--- config.mk ---
export PLATFORM = sky130hd
export DESIGN_NAME = if_prefetch_buf
export DESIGN_NICKNAME = d
export VERILOG_FILES = /design/src/rtl/if_prefetch_buf.sv
export SDC_FILE = /design/constraint.sdc
export NUM_CORES = 1
export LEC_CHECK = 0
export BUFFER_PORTS_ARGS = -buffer_cell sky130_fd_sc_hd__buf_4
export CAP_MARGIN = 10
export CORE_UTILIZATION = 54
export DETAILED_ROUTE_END_ITERATION = 12
export MAX_ROUTING_LAYER = met4
export PLACE_DENSITY = 0.87
export SETUP_SLACK_MARGIN = 0.2
export SYNTH_ARGS = -nofsm -noshare
export SYNTH_HDL_FRONTEND = slang
export SYNTH_SLANG_ARGS = --single-unit
--- constraint.sdc ---
create_clock -name clk -period 4.3 [get_ports clk]
set_clock_uncertainty 0.1 [all_clocks]
set_input_delay 0.215 -clock clk [delete_from_list [all_inputs] [get_ports clk]]
set_output_delay 0.215 -clock clk [all_outputs]
set_load 0.02 [all_outputs]
--- src/rtl/if_prefetch_buf.sv ---
// Instruction prefetch buffer: serves sequential fetches from a small FIFO refilled by a
// single-outstanding memory read port; redirects and kills drop stale words.
module if_prefetch_buf #(
    parameter int unsigned DEPTH = 4,
    parameter int unsigned XLEN  = 32
) (
    input  logic            clk,
    input  logic            rst_n,
    input  logic            if_req_i,
    input  logic [XLEN-1:0] if_addr_i,
    input  logic            if_kill_i,
    output logic            if_ack_o,
    output logic [XLEN-1:0] if_instr_o,
    output logic            if_err_o,
    output logic            mem_req_o,
    output logic [XLEN-1:0] mem_addr_o,
    input  logic            mem_ack_i,
    input  logic [XLEN-1:0] mem_rdata_i,
    input  logic            mem_err_i
);

    localparam int unsigned PTR_W = $clog2(DEPTH);
    localparam int unsigned CNT_W = $clog2(DEPTH + 1);
    localparam logic [XLEN-1:0] NOP = XLEN'(32'h0000_0013);

    typedef enum logic [1:0] {StIdle, StBusy, StDrain} state_e;

    logic [XLEN-1:0]  instr_q [DEPTH];
    logic [DEPTH-1:0] err_q;
    logic [PTR_W-1:0] rd_ptr_q, wr_ptr_q;
    logic [CNT_W-1:0] count_q;
    logic [XLEN-1:0]  head_pc_q, fetch_pc_q;
    logic             pc_vld_q, halt_q;
    state_e           state_q;
    logic             mem_req_q;
    logic [XLEN-1:0]  mem_addr_q;

    logic             empty, hit, wait_pc, redirect, flush, push, pop, space_nxt;
    logic [XLEN-1:0]  new_pc;
    logic [CNT_W-1:0] count_nxt;
    logic             unused_addr_bits;

    assign unused_addr_bits = ^if_addr_i[1:0];

    assign empty    = (count_q == '0);
    assign hit      = if_req_i & ~if_kill_i & ~empty
                      & (if_addr_i[XLEN-1:2] == head_pc_q[XLEN-1:2]);
    // Empty buffer already fetching the requested word: keep waiting, do not restart.
    assign wait_pc  = empty & pc_vld_q & (if_addr_i[XLEN-1:2] == fetch_pc_q[XLEN-1:2]);
    assign redirect = if_req_i & ~if_kill_i & ~hit & ~wait_pc;
    assign flush    = redirect | if_kill_i;
    assign new_pc   = {if_addr_i[XLEN-1:2], 2'b00};

    assign push      = (state_q == StBusy) & mem_ack_i & ~flush;
    assign pop       = hit;
    assign count_nxt = count_q + CNT_W'(push) - CNT_W'(pop);
    assign space_nxt = (count_nxt < CNT_W'(DEPTH));

    assign if_ack_o   = hit;
    assign if_instr_o = empty ? NOP : instr_q[rd_ptr_q];
    assign if_err_o   = ~empty & err_q[rd_ptr_q];
    assign mem_req_o  = mem_req_q;
    assign mem_addr_o = mem_addr_q;

    always_ff @(posedge clk) begin
        if (push) begin
            instr_q[wr_ptr_q] <= mem_rdata_i;
            err_q[wr_ptr_q]   <= mem_err_i;
        end
    end

    always_ff @(posedge clk or posedge rst_n) begin
        if (rst_n) begin
            rd_ptr_q   <= '0;
            wr_ptr_q   <= '0;
            count_q    <= '0;
            head_pc_q  <= '0;
            fetch_pc_q <= '0;
            pc_vld_q   <= 1'b0;
            halt_q     <= 1'b0;
            state_q    <= StIdle;
            mem_req_q  <= 1'b0;
            mem_addr_q <= '0;
        end else begin
            if (flush) begin
                rd_ptr_q <= '0;
                wr_ptr_q <= '0;
                count_q  <= '0;
                if (redirect) begin
                    head_pc_q  <= new_pc;
                    fetch_pc_q <= new_pc;
                    pc_vld_q   <= 1'b1;
                    halt_q     <= 1'b0;
                end else begin
                    pc_vld_q <= 1'b0;
                end
            end else begin
                count_q <= count_nxt;
                if (pop) begin
                    rd_ptr_q  <= rd_ptr_q + 1'b1;
                    head_pc_q <= head_pc_q + XLEN'(4);
                end
                if (push) begin
                    wr_ptr_q   <= wr_ptr_q + 1'b1;
                    fetch_pc_q <= fetch_pc_q + XLEN'(4);
                    if (mem_err_i) halt_q <= 1'b1;
                end
            end

            case (state_q)
                StIdle: begin
                    // A redirect is issued straight away with the new PC.
                    if (redirect) begin
                        state_q    <= StBusy;
                        mem_req_q  <= 1'b1;
                        mem_addr_q <= new_pc;
                    end else if (!if_kill_i && pc_vld_q && !halt_q
                                 && count_q < CNT_W'(DEPTH)) begin
                        state_q    <= StBusy;
                        mem_req_q  <= 1'b1;
                        mem_addr_q <= fetch_pc_q;
                    end
                end
                StBusy: begin
                    if (mem_ack_i) begin
                        if (flush || mem_err_i || !space_nxt) begin
                            state_q   <= StIdle;
                            mem_req_q <= 1'b0;
                        end else begin
                            mem_addr_q <= fetch_pc_q + XLEN'(4);
                        end
                    end else if (flush) begin
                        state_q <= StDrain;
                    end
                end
                StDrain: begin
                    if (mem_ack_i) begin
                        state_q   <= StIdle;
                        mem_req_q <= 1'b0;
                    end
                end
                default: begin
                    state_q   <= StIdle;
                    mem_req_q <= 1'b0;
                end
            endcase
        end
    end

endmodule

==> run summary, run 1 <==
The max-capacitance violation count is 0. TritonCTS created 25 clock buffers. The final layout net count came out at between 1,000 and 1,500. The worst slew margin relative to its limit is just under 30%. The total vias in the final route is around 11,000. The max-slew violation count is 0. The port buffer count is 132. The maximum VDD drop came out at 0.000325 V. The number of antenna violations at the first check in global routing came to 0. The worst register-to-register path begins at head_pc_q[27]. The post-route core utilization came out at 70.8%. The unique cell type count in the Yosys netlist came out at 75.

The global routing's busiest layer is met2. Walking the worst path, the cells encountered are xor2_1 -> nor4_2 -> nand4_1 -> nor2_2 -> o21ai_2 -> ha_1 -> inv_1 -> ha_1 -> inv_2 -> fa_2 -> xor2_1 -> xnor2_1 -> nand2b_1 -> o41ai_2 -> a21oi_2 -> nor2_4 -> buf_6 -> clkbuf_16 -> mux2_2. The final worst setup slack is -0.0622 ns. The shortest period the worst path allows came out at approximately 4.4 ns.

In the synthesized netlist, mux cells make up 9.51% of the area. The critical path starts at head_pc_q[27]. The slew at the pin closest to its max-slew limit came out at 1.05 ns. The share of the clock period used by the worst path came out at 101%.

The most used flip-flop cell after synthesis is sky130_fd_sc_hd__edfxtp_1. A synthesized cell averages about 11 um^2. Counting flops and latches in the post-synthesis netlist gives ~230. Clock tree synthesis found a total of about 230 sinks.

Cells with a size suffix above 1 make up about 29% of the layout. The ratio of routed vias to standard cells came out at 6.42. The count of endpoints failing hold in the final timing report came to 0. The cell at the slowest stage of the critical path is sky130_fd_sc_hd__dfrtp_2. Clock latency on the worst-skew pair, taken at its later pin, is 0.54 ns.

The combined global-route utilization of all metal layers came out at 32.0%. The I/O pin total is around 140. The layout filler cell count came out at around 1,400.

The count of flip-flops with a built-in enable after synthesis came out at 132. The met3 track demand over resource in global routing is 4.14%. Along the worst hold path, the cell count comes to 4. The met2 layer usage reported by global route is between 50% and 60%. Compared with the post-synthesis result, the final layout area differs by 28.8%. Summed over all layers, the global routing overflow is 0. The power density over the cells is roughly 440 nW/um^2. The hold slack came out at around 0.024 ns. The global-route wire length before repair came out at 56,500 um. The worst hold path begins at if_addr_i[2].

The clock passes through at most 3 buffers. At the worst endpoint, the required time is 4.61 ns. The timing-limited maximum frequency is 229 MHz.

The finished cells cover 16,000 um^2. The remaining design rule violation count came out at 0. The die is roughly 150 um wide.

The final cell count without fillers came out at around 1,600. In this run the worst hold path is classified as in2reg. The TritonCTS clock tree is done. The worst reg2reg path depth is 19. The multi-input gate area in the final layout came out at about 5700 um^2.

The placed cell area came out at 14,000 um^2. The via count of the first global-routing pass came out at ~10,000. In this run the static leakage power is around 6.3 nW.

Setup repair after global routing could not meet its margin everywhere. In this run the clock root is driven by a sky130_fd_sc_hd__clkbuf_16. The core region is around 23,000 um^2.

The overall die height is around 150 um. The category of the worst setup path launch point is a flop. The clock transition at the register clock pins on the worst setup and hold paths after CTS is roughly 0.070 ns.

The data arrival time at the worst-slack endpoint came out at around 4.7 ns. The global-route track usage on met1 is between 30% and 40%. The post-synthesis compound-gate area fraction came out at approximately a tenth. The adder-cell share of the synthesized area came out at less than 1%. The first-pass iteration count of the detailed router came out at 6. The flow ran to the end, but the final reports show violations. The die footprint is between 20,000 and 25,000 um^2.

For this block, the routed nets add up to between 30,000 and 40,000 um of wire. Setup violations remaining at the end of the flow were counted as 25. The number of cell rows is 55. The post-placement cell count came out at 1,498. The endpoint kind of the worst setup timing path is a flop.

The count of nets left with antenna violations once routing finished came out at 0. The largest single stage delay on the critical path is about 0.44 ns. After Yosys synthesis, XOR and XNOR cells account for around 6.3% of the synthesized area. The synthesized netlist devotes 16.4% of its cell area to simple gates. The post-synthesis async set-or-reset flop share is between 40 and 50%.

By area, the combinational part of the netlist is dominated by simple AND/OR/NAND/NOR gates. The H-tree depth reported by CTS is 1. The sum of negative setup slack is -0.840 ns. Summing every instance area after synthesis gives approximately 12,000 um^2. The routed wirelength normalized by instance count is between 20 and 25 um. The initial detailed-routing violation count is between 1,000 and 1,500. The initial utilization of the core area, before any placement, comes to a little over half.

The checks that failed: setup timing. The register area share after synthesis came out at between 50% and 60%. The global placer's final weighted congestion came out at 0.948.

The Yosys step of the flow raised 0 warnings. The startpoint-to-endpoint class of the critical path is reg2reg. The final HPWL from detailed placement came out at around 22,000 um. The gate count after technology mapping is roughly 1,100. Entering global routing, the biggest net connects roughly 70 pins. Of all nets on the critical path, the largest fanout is 7. The area used by sequential logic in the layout came out at 6520 um^2.
[cells in the mapped netlist, types with 8 or more instances]
library cell / count / area, um^2
sky130_fd_sc_hd__edfxtp_1: 132 / 3960
sky130_fd_sc_hd__dfrtp_1: 102 / 2550
sky130_fd_sc_hd__nand2_1: 98 / 368
sky130_fd_sc_hd__o21ai_0: 53 / 265
sky130_fd_sc_hd__a21oi_1: 51 / 255
sky130_fd_sc_hd__xnor2_1: 49 / 429
sky130_fd_sc_hd__nor2_1: 45 / 169
sky130_fd_sc_hd__nand3_1: 41 / 205
sky130_fd_sc_hd__xor2_1: 41 / 359
sky130_fd_sc_hd__clkbuf_1: 34 / 128
sky130_fd_sc_hd__mux4_2: 33 / 743
sky130_fd_sc_hd__nand4_1: 33 / 206
sky130_fd_sc_hd__nor2b_1: 33 / 206
sky130_fd_sc_hd__buf_2: 32 / 160
sky130_fd_sc_hd__and3_1: 26 / 163
sky130_fd_sc_hd__inv_1: 25 / 93.8
sky130_fd_sc_hd__nor3_1: 23 / 115
sky130_fd_sc_hd__mux2_2: 20 / 225
sky130_fd_sc_hd__nor4_1: 20 / 125
sky130_fd_sc_hd__and2_1: 12 / 75.1
sky130_fd_sc_hd__mux2i_1: 11 / 110
sky130_fd_sc_hd__and4_1: 10 / 87.6
sky130_fd_sc_hd__a211oi_1: 9 / 67.6
sky130_fd_sc_hd__a221o_1: 8 / 80.1
sky130_fd_sc_hd__ha_1: 8 / 100
[state kept, by name, summed over array words and instances (netlist names)]
| name | cells |
|---|---|
| count_q | 3 |
| err_q | 4 |
| fetch_pc_q | 30 |
| halt_q | 1 |
| head_pc_q | 30 |
| instr_q | 128 |
| mem_addr_o | 30 |
| mem_req_o | 1 |
| pc_vld_q | 1 |
| rd_ptr_q | 2 |
| state_q | 2 |
| wr_ptr_q | 2 |
[path summary, 6_finish.rpt]
kind                                   to  slack (ns)
setup / recovery            mem_addr_o[9]       -0.06
hold / removal              mem_addr_o[2]        0.02
max in group asynchronous  fetch_pc_q[31]        2.64
hold reg to reg             mem_addr_o[2]        0.41
setup reg to reg            mem_addr_o[9]       -0.06
min in group asynchronous     rd_ptr_q[0]        0.37
[worst max-delay path: cells and delay by family, from the launching register on]
family          cells  cell delay, ns
buf+inv             4            0.41
xor+xnor            3            0.58
simple gates        5            1.14
compound gates      3            0.46
fa+ha+maj           3            0.77
flops               1            0.44
mux                 1            0.33
[power breakdown]
part | internal (mW) | total, mW | switching [mW]
clock network | 1.37 | 2.30 | 0.924
registers | 2.63 | 2.82 | 0.194
logic | 0.892 | 1.93 | 1.04
total | 4.89 | 7.05 | 2.16
[through the flow]
step	total power, mW	worst slack, ns
finish	7.05	-0.0622
global route	7.26	-0.231
CTS	6.91	0.140
detailed placement	4.50	0.0687
global placement	4.45	0.173
floorplan	3.86	0.180
[final cells by class]
| type | instances | area share (%) |
|---|---|---|
| sequential | 234 | 40.7 |
| multi-input combinational | 750 | 35.2 |
| timing repair buffer | 305 | 15.8 |
| clock buffer | 29 | 4.00 |
| tap | 285 | 2.22 |
| clock inverter | 17 | 1.40 |
| inverter | 25 | 0.601 |
| antenna | 1 | 0.0156 |
[routing by layer]
metal	share of wire, %	routed length (um)
met5	0	0
met4	5.5	2090
met3	9.0	3400
met2	50	18700
met1	36	13600
[cells in the final DEF, fill, tap and decap left out, drive strengths merged, types with 26 or more instances in the layout]
| master | count |
|---|---|
| nand3 | 42 |
| mux4 | 33 |
| mux2 | 27 |
| dlygate4sd3 | 65 |
| inv | 26 |
| edfxtp | 132 |
| clkbuf | 31 |
| dfrtp | 102 |
| o21ai | 55 |
| nand2 | 99 |
| nor2 | 46 |
| nor2b | 33 |
| xor2 | 41 |
| and3 | 26 |
| xnor2 | 49 |
| nand4 | 33 |
| a21oi | 52 |
| buf | 238 |
[kinds of logic (layout without fill, tap and decap cells)]
group	count (synthesis)	in the layout
flops	234	234
xor+xnor	90	90
compound gates	197	197
buf+inv	108	376
simple gates	381	381
fa+ha+maj	9	9
other cells	1	3
mux	71	71
[repair_timing]
item	CTS	global route
buffers inserted	19	14
setup endpoints to repair	26	30
hold endpoints to repair	262	0
resized for setup	11	22
hold buffers	65	0
pin swaps	6	6
cloned	1	2
No activity file was read; power rests on OpenSTA's default activity.
==> run 2, diff against run 1 <==
PLACE_DENSITY = 0.84   (was 0.87)
clock period = 5.1 ns   (was 4.3 ns; I/O delays follow)
==> run 2 against run 1 <==
Net effect: the flow now finishes without violations; combinational power is 30% lower; core utilization is 3.6 points lower; clock-buffer cell count increased by 3; routed wire length down 12%; via count shrank 7.3%; clock power is 22% lower; fmax fell by 7.6%; non-clock buffer count is 81 lower; critical endpoint is now mem_addr_o[6]; register-to-register slack better by 0.44 ns.
==> run summary, run 2 (synthesis gave the netlist of run 1 again) <==
The final HPWL from detailed placement came out at 21,200 um. The count of endpoints failing hold in the final timing report came out at 0. The final worst setup slack is roughly 0.38 ns. The buffer and inverter count on the worst path is 3. The combined global-route utilization of all metal layers is ~29%.

In this run the clock root is driven by a sky130_fd_sc_hd__clkbuf_16. The core area is 22,600 um^2. The count of nets left with antenna violations once routing finished came out at 0. On the critical path, the stage with the largest delay is an instance of sky130_fd_sc_hd__dfrtp_1. The share of total power in sequential cells is 43.5%. After global routing, the most crowded layer is met2.

The worst slew margin relative to its limit came out at about 34%. The max-slew violation count is 0. The clock insertion delay at the later pin of the skew report came out at approximately 0.54 ns.

The total vias in the final route came out at 9,801. The category of the worst setup path launch point is a flop. In this run, the combinational gates consume about 24% of the power. The post-place setup slack is 0.405 ns. The global-route wire length before repair came out at a little over 50,000 um. The met3 track demand over resource in global routing came out at 4.99%. Setup repair after global routing left no endpoint under its margin. The cell leakage power is 5.79 nW. The final layout net count is 1,339. The flip-flop count of the largest register, all copies and words added came out at about 130. The sum of overflow across all layers after global routing came out at 0.

The floorplan step defined a die boundary enclosing between 20,000 and 25,000 um^2. The floorplan has 55 rows. The antenna diode count is 0. The number of buffers added by the clock tree synthesis step came out at 25. STA classifies the critical path endpoint as a flop. The max-capacitance violation count came out at 0. The buffer depth of the longest clock path came out at 3. Buffers placed on the I/O ports in this run total 132. For this design, the sink count on the clock tree is between 200 and 250. The data arrival time at the worst-slack endpoint is 5.05 ns.

The routed wirelength normalized by instance count came out at about 21 um. The die span in x came out at 154 um. The critical path goes through xnor2_1 -> nand4_1 -> nor4_4 -> a21o_2 -> o21ai_0 -> ha_1 -> inv_1 -> ha_1 -> inv_1 -> fa_1 -> xor2_1 -> xnor2_1 -> nand2b_1 -> o41ai_2 -> a21oi_1 -> nor2_4 -> clkbuf_16 -> mux2_2. The count of final setup violators came out at 0. The H-tree depth reported by CTS is 1.

The shortest period the worst path allows came out at approximately 4.7 ns. The global-route track usage on met1 came out at a little under two fifths. For this run, global-route usage on met2 was measured as between 40% and 50%. The flow ran to the end, and the final reports show no timing, DRC or antenna violations. The share of layout cells above drive strength 1 is a little under a quarter.

The clock group share of total power came out at approximately 32%. The min-delay analysis places its worst path in the category in2reg. The net switching share of the total power came out at ~30%. In this design, the largest share of critical-path delay is due to simple AND/OR/NAND/NOR gates.

Power spread over the standard cell area amounts to 368 nW/um^2. In the layout the commonest cells are sky130_fd_sc_hd__buf_4 (157), sky130_fd_sc_hd__edfxtp_1 (132), sky130_fd_sc_hd__nand2_1 (98), sky130_fd_sc_hd__dfrtp_1 (98), sky130_fd_sc_hd__dlygate4sd3_1 (65). TritonCTS built the clock tree.

The largest stage delay on the critical path is 0.46 ns. The synthesis-to-finish area growth is 22.1%. The die is about 150 um tall. The via count of the first global-routing pass is 9,416. The aggregate routed wire length came out at ~33,000 um. The number of antenna violations at the first check in global routing came out at 0. After detailed routing, the number of remaining DRC violations is 0. Data on the critical path is required at its endpoint by between 5 and 6 ns.

The share of the clock period used by the worst path came out at 92.6%. 137 I/O pins were placed. The initial core utilization is between 50% and 60%. The initial detailed-routing violation count came out at 1,169. At the end of routability-driven placement, the weighted congestion stood at 0.961. The timing-limited maximum frequency is approximately 210 MHz. The clock transition at the register clock pins on the worst setup and hold paths after CTS came out at about 0.060 ns.

Ranked by flip-flop count, first place goes to instr_q. The library cell used most frequently in the layout, excluding fill and tap cells, is sky130_fd_sc_hd__buf_4. In this run, placement finished with an instance count of roughly 1,500.

The slew at the pin closest to its max-slew limit is slightly below 1 ns. The maximum number of pins on one net before global-route repair came out at 75. The power spent charging and discharging nets is 1.72 mW.

Setup total negative slack on the finished layout was measured at 0 ns. The startpoint-to-endpoint class of the critical path is reg2reg. The maximum VDD drop is approximately 0.00029 V. The critical-path maximum fanout came out at 14. The first-pass iteration count of the detailed router is 6. In this run the register-to-register setup slack is between 0.3 and 0.4 ns. The internal portion of the total power is ~3.9 mW. The final cell count without fillers is around 1,600. The ratio of routed vias to standard cells is between 6 and 7.
[run 2: worst paths after layout]
kind | depth (start not counted) | from | to
setup / recovery | 18 | fetch_pc_q[30] | mem_addr_o[6]
hold / removal | 3 | if_addr_i[21] | head_pc_q[21]
setup reg to reg | 18 | fetch_pc_q[30] | mem_addr_o[6]
hold reg to reg | 1 | mem_addr_o[8] | mem_addr_o[8]
max in group asynchronous | 4 | rst_n | mem_req_o
min in group asynchronous | 3 | rst_n | mem_addr_o[26]
[run 2: metal layers]
metal | vias up | wire length [um]
met4 | 0 | 1040
met1 | 4760 | 13100
li1 | 4387 | -
met3 | 90 | 3180
met2 | 564 | 16100
met5 | - | 0
[run 2: stage by stage]
stage	area (um^2)	hold slack [ns]	total power [mW]	util, %
floorplan	12500	0.221	3.24	-
global placement	13600	0.356	3.67	60.1
detailed placement	13600	0.357	3.71	60.1
CTS	15100	0.0137	5.54	66.6
global route	15200	0.0537	5.81	67.2
finish	15200	0.0350	5.59	67.2
[run 2: final cells by class]
class                      count  area (um^2)
clock buffer                  32          702
clock inverter                14          123
multi-input combinational    750         5540
fill                        1569         7430
timing repair buffer         224         1870
inverter                      25         96.3
tap                          285          357
sequential                   234         6520
[run 2: repair_timing]
action,in CTS,in global routing
endpoints found under the setup margin,0,27
setup buffers,0,1
hold buffers,65,0
hold endpoints to repair,259,0
gates resized for setup,0,15
[run 2: power by group through the flow]
| stage | registers (mW) | clock network [mW] | logic [mW] |
|---|---|---|---|
| 6_report | 2.43 | 1.80 | 1.36 |
| 4_1_cts | 2.42 | 1.82 | 1.30 |
| 3_3_place_gp | 2.45 | 0 | 1.22 |
| 5_1_grt | 2.46 | 1.90 | 1.44 |
| 2_1_floorplan | 2.53 | 0 | 0.717 |
| 3_5_place_dp | 2.46 | 0 | 1.25 |
[run 2: worst min-delay path, delay by kind of cell]
family	cells	cell delay [ns]
buffers and inverters	1	0.14
AO/OA/AOI/OAI	2	0.23
==> run 3, diff against run 2 <==
CAP_MARGIN = 15   (was 10)
clock period = 6 ns   (was 5.1 ns; I/O delays follow)
==> run 3 against run 2 <==
Net effect: first-iteration DRC count is 17% lower; clock power shrank 14%; final cell count fell by 0.58%; critical path type is now in2reg; largest power group unchanged; highest routed layer unchanged.
==> run summary, run 3 (synthesis gave the netlist of run 1 again) <==
The aggregate routed wire length came out at 33,900 um. Data arrives at the worst endpoint at around 5.5 ns. After legalization and detailed placement, the total HPWL measured approximately 21,000 um. The slew at the pin closest to its max-slew limit is approximately 1.1 ns. Cells with a size suffix above 1 make up a little over a fifth of the layout. The global-route wire length before repair came out at 52,700 um. CTS built an H-tree with a depth of 1. The sum of negative setup slack came out at 0 ns. The path type of the worst min-delay path is in2reg. In this run the deepest clock path goes through 3 buffers.

The total vias in the final route came out at 9,829. The later pin in the worst-skew pair is clocked with a latency of 0.54 ns. The leading cell type in the layout, fill and taps excluded is sky130_fd_sc_hd__buf_4.

The critical path runs through a total of 20 cells. Traced cell by cell, the critical path runs through dlygate4sd3_1 -> buf_4 -> xnor2_1 -> nand4_1 -> nor4_1 -> a21o_2 -> o21ai_0 -> ha_1 -> inv_1 -> ha_1 -> inv_1 -> fa_1 -> xor2_1 -> xnor2_1 -> nand2b_1 -> o41ai_2 -> a21oi_1 -> nor2_2 -> buf_12 -> mux2_2. Dividing the detail-routed wire length by the instance count gives between 20 and 25 um.

The final layout contains about 1,300 nets. The number of nets with antenna violations after routing came out at 0. The worst reg2reg path depth is 18.

The number of antenna violations at the first check in global routing came out at 1. For this design, the slowest cell found on the critical path is sky130_fd_sc_hd__nor4_1. More flip-flops sit in one register than any other, and that register is instr_q. The buffer and inverter count on the worst path is 5. The largest stage delay on the critical path came out at slightly above 0.8 ns. The cell sitting at the root of the clock tree is a sky130_fd_sc_hd__clkbuf_16.

The I/O pin total came out at 137. Tracing the worst setup path back leads to its startpoint at if_addr_i[28]. The register with the most flip-flops in the layout has ~130 of them. The congestion estimate from routability-driven global placement came to around 0.95. The clock sink count came out at 234. The sum of overflow across all layers after global routing is 0. The count of endpoints failing hold in the final timing report came to 0. The worst hold path was traced through 2 stages. Setup violations remaining at the end of the flow were counted as 0.

The ratio of routed vias to standard cells came out at between 6 and 7. The top cell types in the final layout, fill and taps aside, are sky130_fd_sc_hd__buf_4 (152), sky130_fd_sc_hd__edfxtp_1 (132), sky130_fd_sc_hd__dfrtp_1 (101), sky130_fd_sc_hd__nand2_1 (98), sky130_fd_sc_hd__dlygate4sd3_1 (61). The synthesis-to-finish area growth came out at 20.5%. The worst path in the final design needs a cycle of roughly 5.2 ns, including I/O delays and setup. The post-cts resize count is 0. The initial core utilization is a little over half. The via count of the first global-routing pass came to between 9,000 and 10,000.

After clock tree synthesis, the clock-pin slew on the worst setup and hold paths is about 0.060 ns. The core area is between 20,000 and 25,000 um^2. The die span in x is approximately 150 um. The remaining design rule violation count came out at 0. The worst path required time is about 6.3 ns. The critical-path maximum fanout is 29. The worst hold path begins at if_addr_i[27]. The maximum VDD drop came out at 0.000321 V. The max-capacitance violation count came out at 0. The share of the clock period used by the worst path is between 80 and 90%. The worst slew margin relative to its limit is 28.4%. The number of buffers added by the clock tree synthesis step is 25. In this run the static leakage power is between 5 and 6 nW. The startpoint-to-endpoint class of the critical path is in2reg. The endpoint kind of the worst setup timing path is a flop. The max-slew violation count was 0. Setup repair after global routing left no endpoint under its margin. The power density over the cells came out at between 300 and 400 nW/um^2. The run finished with clean final reports. Static timing analysis puts the maximum clock frequency at a little under 200 MHz. The overall power of the completed layout is between 4 and 5 mW. The layout filler cell count is approximately 1,600. Global routing consumed, over all layers together, roughly 30% of the routing resources. The TritonCTS clock tree is done. The overall die height came out at about 150 um.

The port buffer count came out at 132. The die covers 23,700 um^2. The maximum number of pins on one net before global-route repair came out at 62.

The worst setup path is launched from an input port. The initial detailed-routing violation count came out at approximately 970. In this run the critical register-to-register path is launched from fetch_pc_q[28]. For this run, the detailed router's first-pass iteration total came to 6.

The initialized floorplan defines 55 standard-cell rows. The kind of cell with the highest combined delay along the critical path is simple AND/OR/NAND/NOR gates.
-- run 3: cell types whose count changed in the layout (fill, tap and decap cells not counted), moves of 3 or more --
cell,before,now
sky130_fd_sc_hd__clkbuf_1,2,6
sky130_fd_sc_hd__nor4_1,17,20
sky130_fd_sc_hd__clkinv_1,3,8
sky130_fd_sc_hd__clkbuf_8,5,0
sky130_fd_sc_hd__xnor2_1,42,49
sky130_fd_sc_hd__dfrtp_2,4,1
sky130_fd_sc_hd__xnor2_2,7,0
sky130_fd_sc_hd__dfrtp_1,98,101
sky130_fd_sc_hd__buf_4,157,152
sky130_fd_sc_hd__dlygate4sd3_1,65,61
-- run 3: where the power goes --
group / leakage, nW / internal, mW / switching [mW] / total [mW]
sequential: 2.42 / 1.88 / 0.190 / 2.07
clock: 0.392 / 0.898 / 0.639 / 1.54
combinational: 2.86 / 0.506 / 0.599 / 1.10
total: 5.68 / 3.28 / 1.43 / 4.71
-- run 3: final timing paths --
kind	endpoint	slack [ns]
max in group asynchronous	fetch_pc_q[2]	4.30
hold / removal	fetch_pc_q[27]	0.02
hold reg to reg	halt_q	0.40
setup / recovery	mem_addr_o[14]	0.80
min in group asynchronous	mem_addr_o[25]	0.28
setup reg to reg	mem_addr_o[14]	0.82
-- run 3: what timing repair did --
| action | 4_1_cts | 5_1_grt |
|---|---|---|
| hold buffers | 61 | 0 |
| setup endpoints to repair | 0 | 0 |
| buffers inserted | 0 | 0 |
| endpoints found under the hold margin | 216 | 0 |
-- run 3: worst reg2reg max path, stage by stage (launching register included) --
cell and delay [ns]:
sky130_fd_sc_hd__dfrtp_1 0.44, sky130_fd_sc_hd__xnor2_1 0.33, sky130_fd_sc_hd__nand4_1 0.12, sky130_fd_sc_hd__nor4_1 0.82, sky130_fd_sc_hd__a21o_2 0.26, sky130_fd_sc_hd__o21ai_0 0.21, sky130_fd_sc_hd__ha_1 0.35, sky130_fd_sc_hd__inv_1 0.06
sky130_fd_sc_hd__ha_1 0.13, sky130_fd_sc_hd__inv_1 0.05, sky130_fd_sc_hd__fa_1 0.39, sky130_fd_sc_hd__xor2_1 0.17, sky130_fd_sc_hd__xnor2_1 0.23, sky130_fd_sc_hd__nand2b_1 0.14, sky130_fd_sc_hd__o41ai_2 0.29, sky130_fd_sc_hd__a21oi_1 0.13
sky130_fd_sc_hd__nor2_2 0.22, sky130_fd_sc_hd__buf_12 0.22, sky130_fd_sc_hd__mux2_2 0.40
-- run 3: area by class of cell --
class / count / area, um^2 / share of cell area (%)
antenna: 1 / 2.50 / 0.0167
clock inverter: 15 / 155 / 1.03
sequential: 234 / 6520 / 43.4
tap: 285 / 357 / 2.38
clock buffer: 31 / 648 / 4.32
multi-input combinational: 750 / 5460 / 36.4
timing repair buffer: 214 / 1770 / 11.8
inverter: 25 / 96.3 / 0.642
-- run 3: layer usage --
metal	global-route usage, %	vias up	wire, um
met2	47.0	550	16300
met4	12.8	0	1390
met5	-	-	0
met1	38.3	4805	13300
met3	3.86	109	2860
li1	-	4365	-
-- run 3: through the flow --
step | util, % | cells | instance area [um^2] | hold slack (ns) | setup slack (ns)
detailed placement | 60.0 | 1447 | 13600 | 0.303 | 0.953
global placement | 60.0 | 1447 | 13600 | 0.306 | 1.10
CTS | 66.3 | 1554 | 15000 | 0.00355 | 0.898
finish | 66.3 | 1555 | 15000 | 0.0174 | 0.796
global route | 66.3 | 1555 | 15000 | 0.0166 | 0.581
floorplan | - | 1092 | 12500 | 0.266 | 1.37
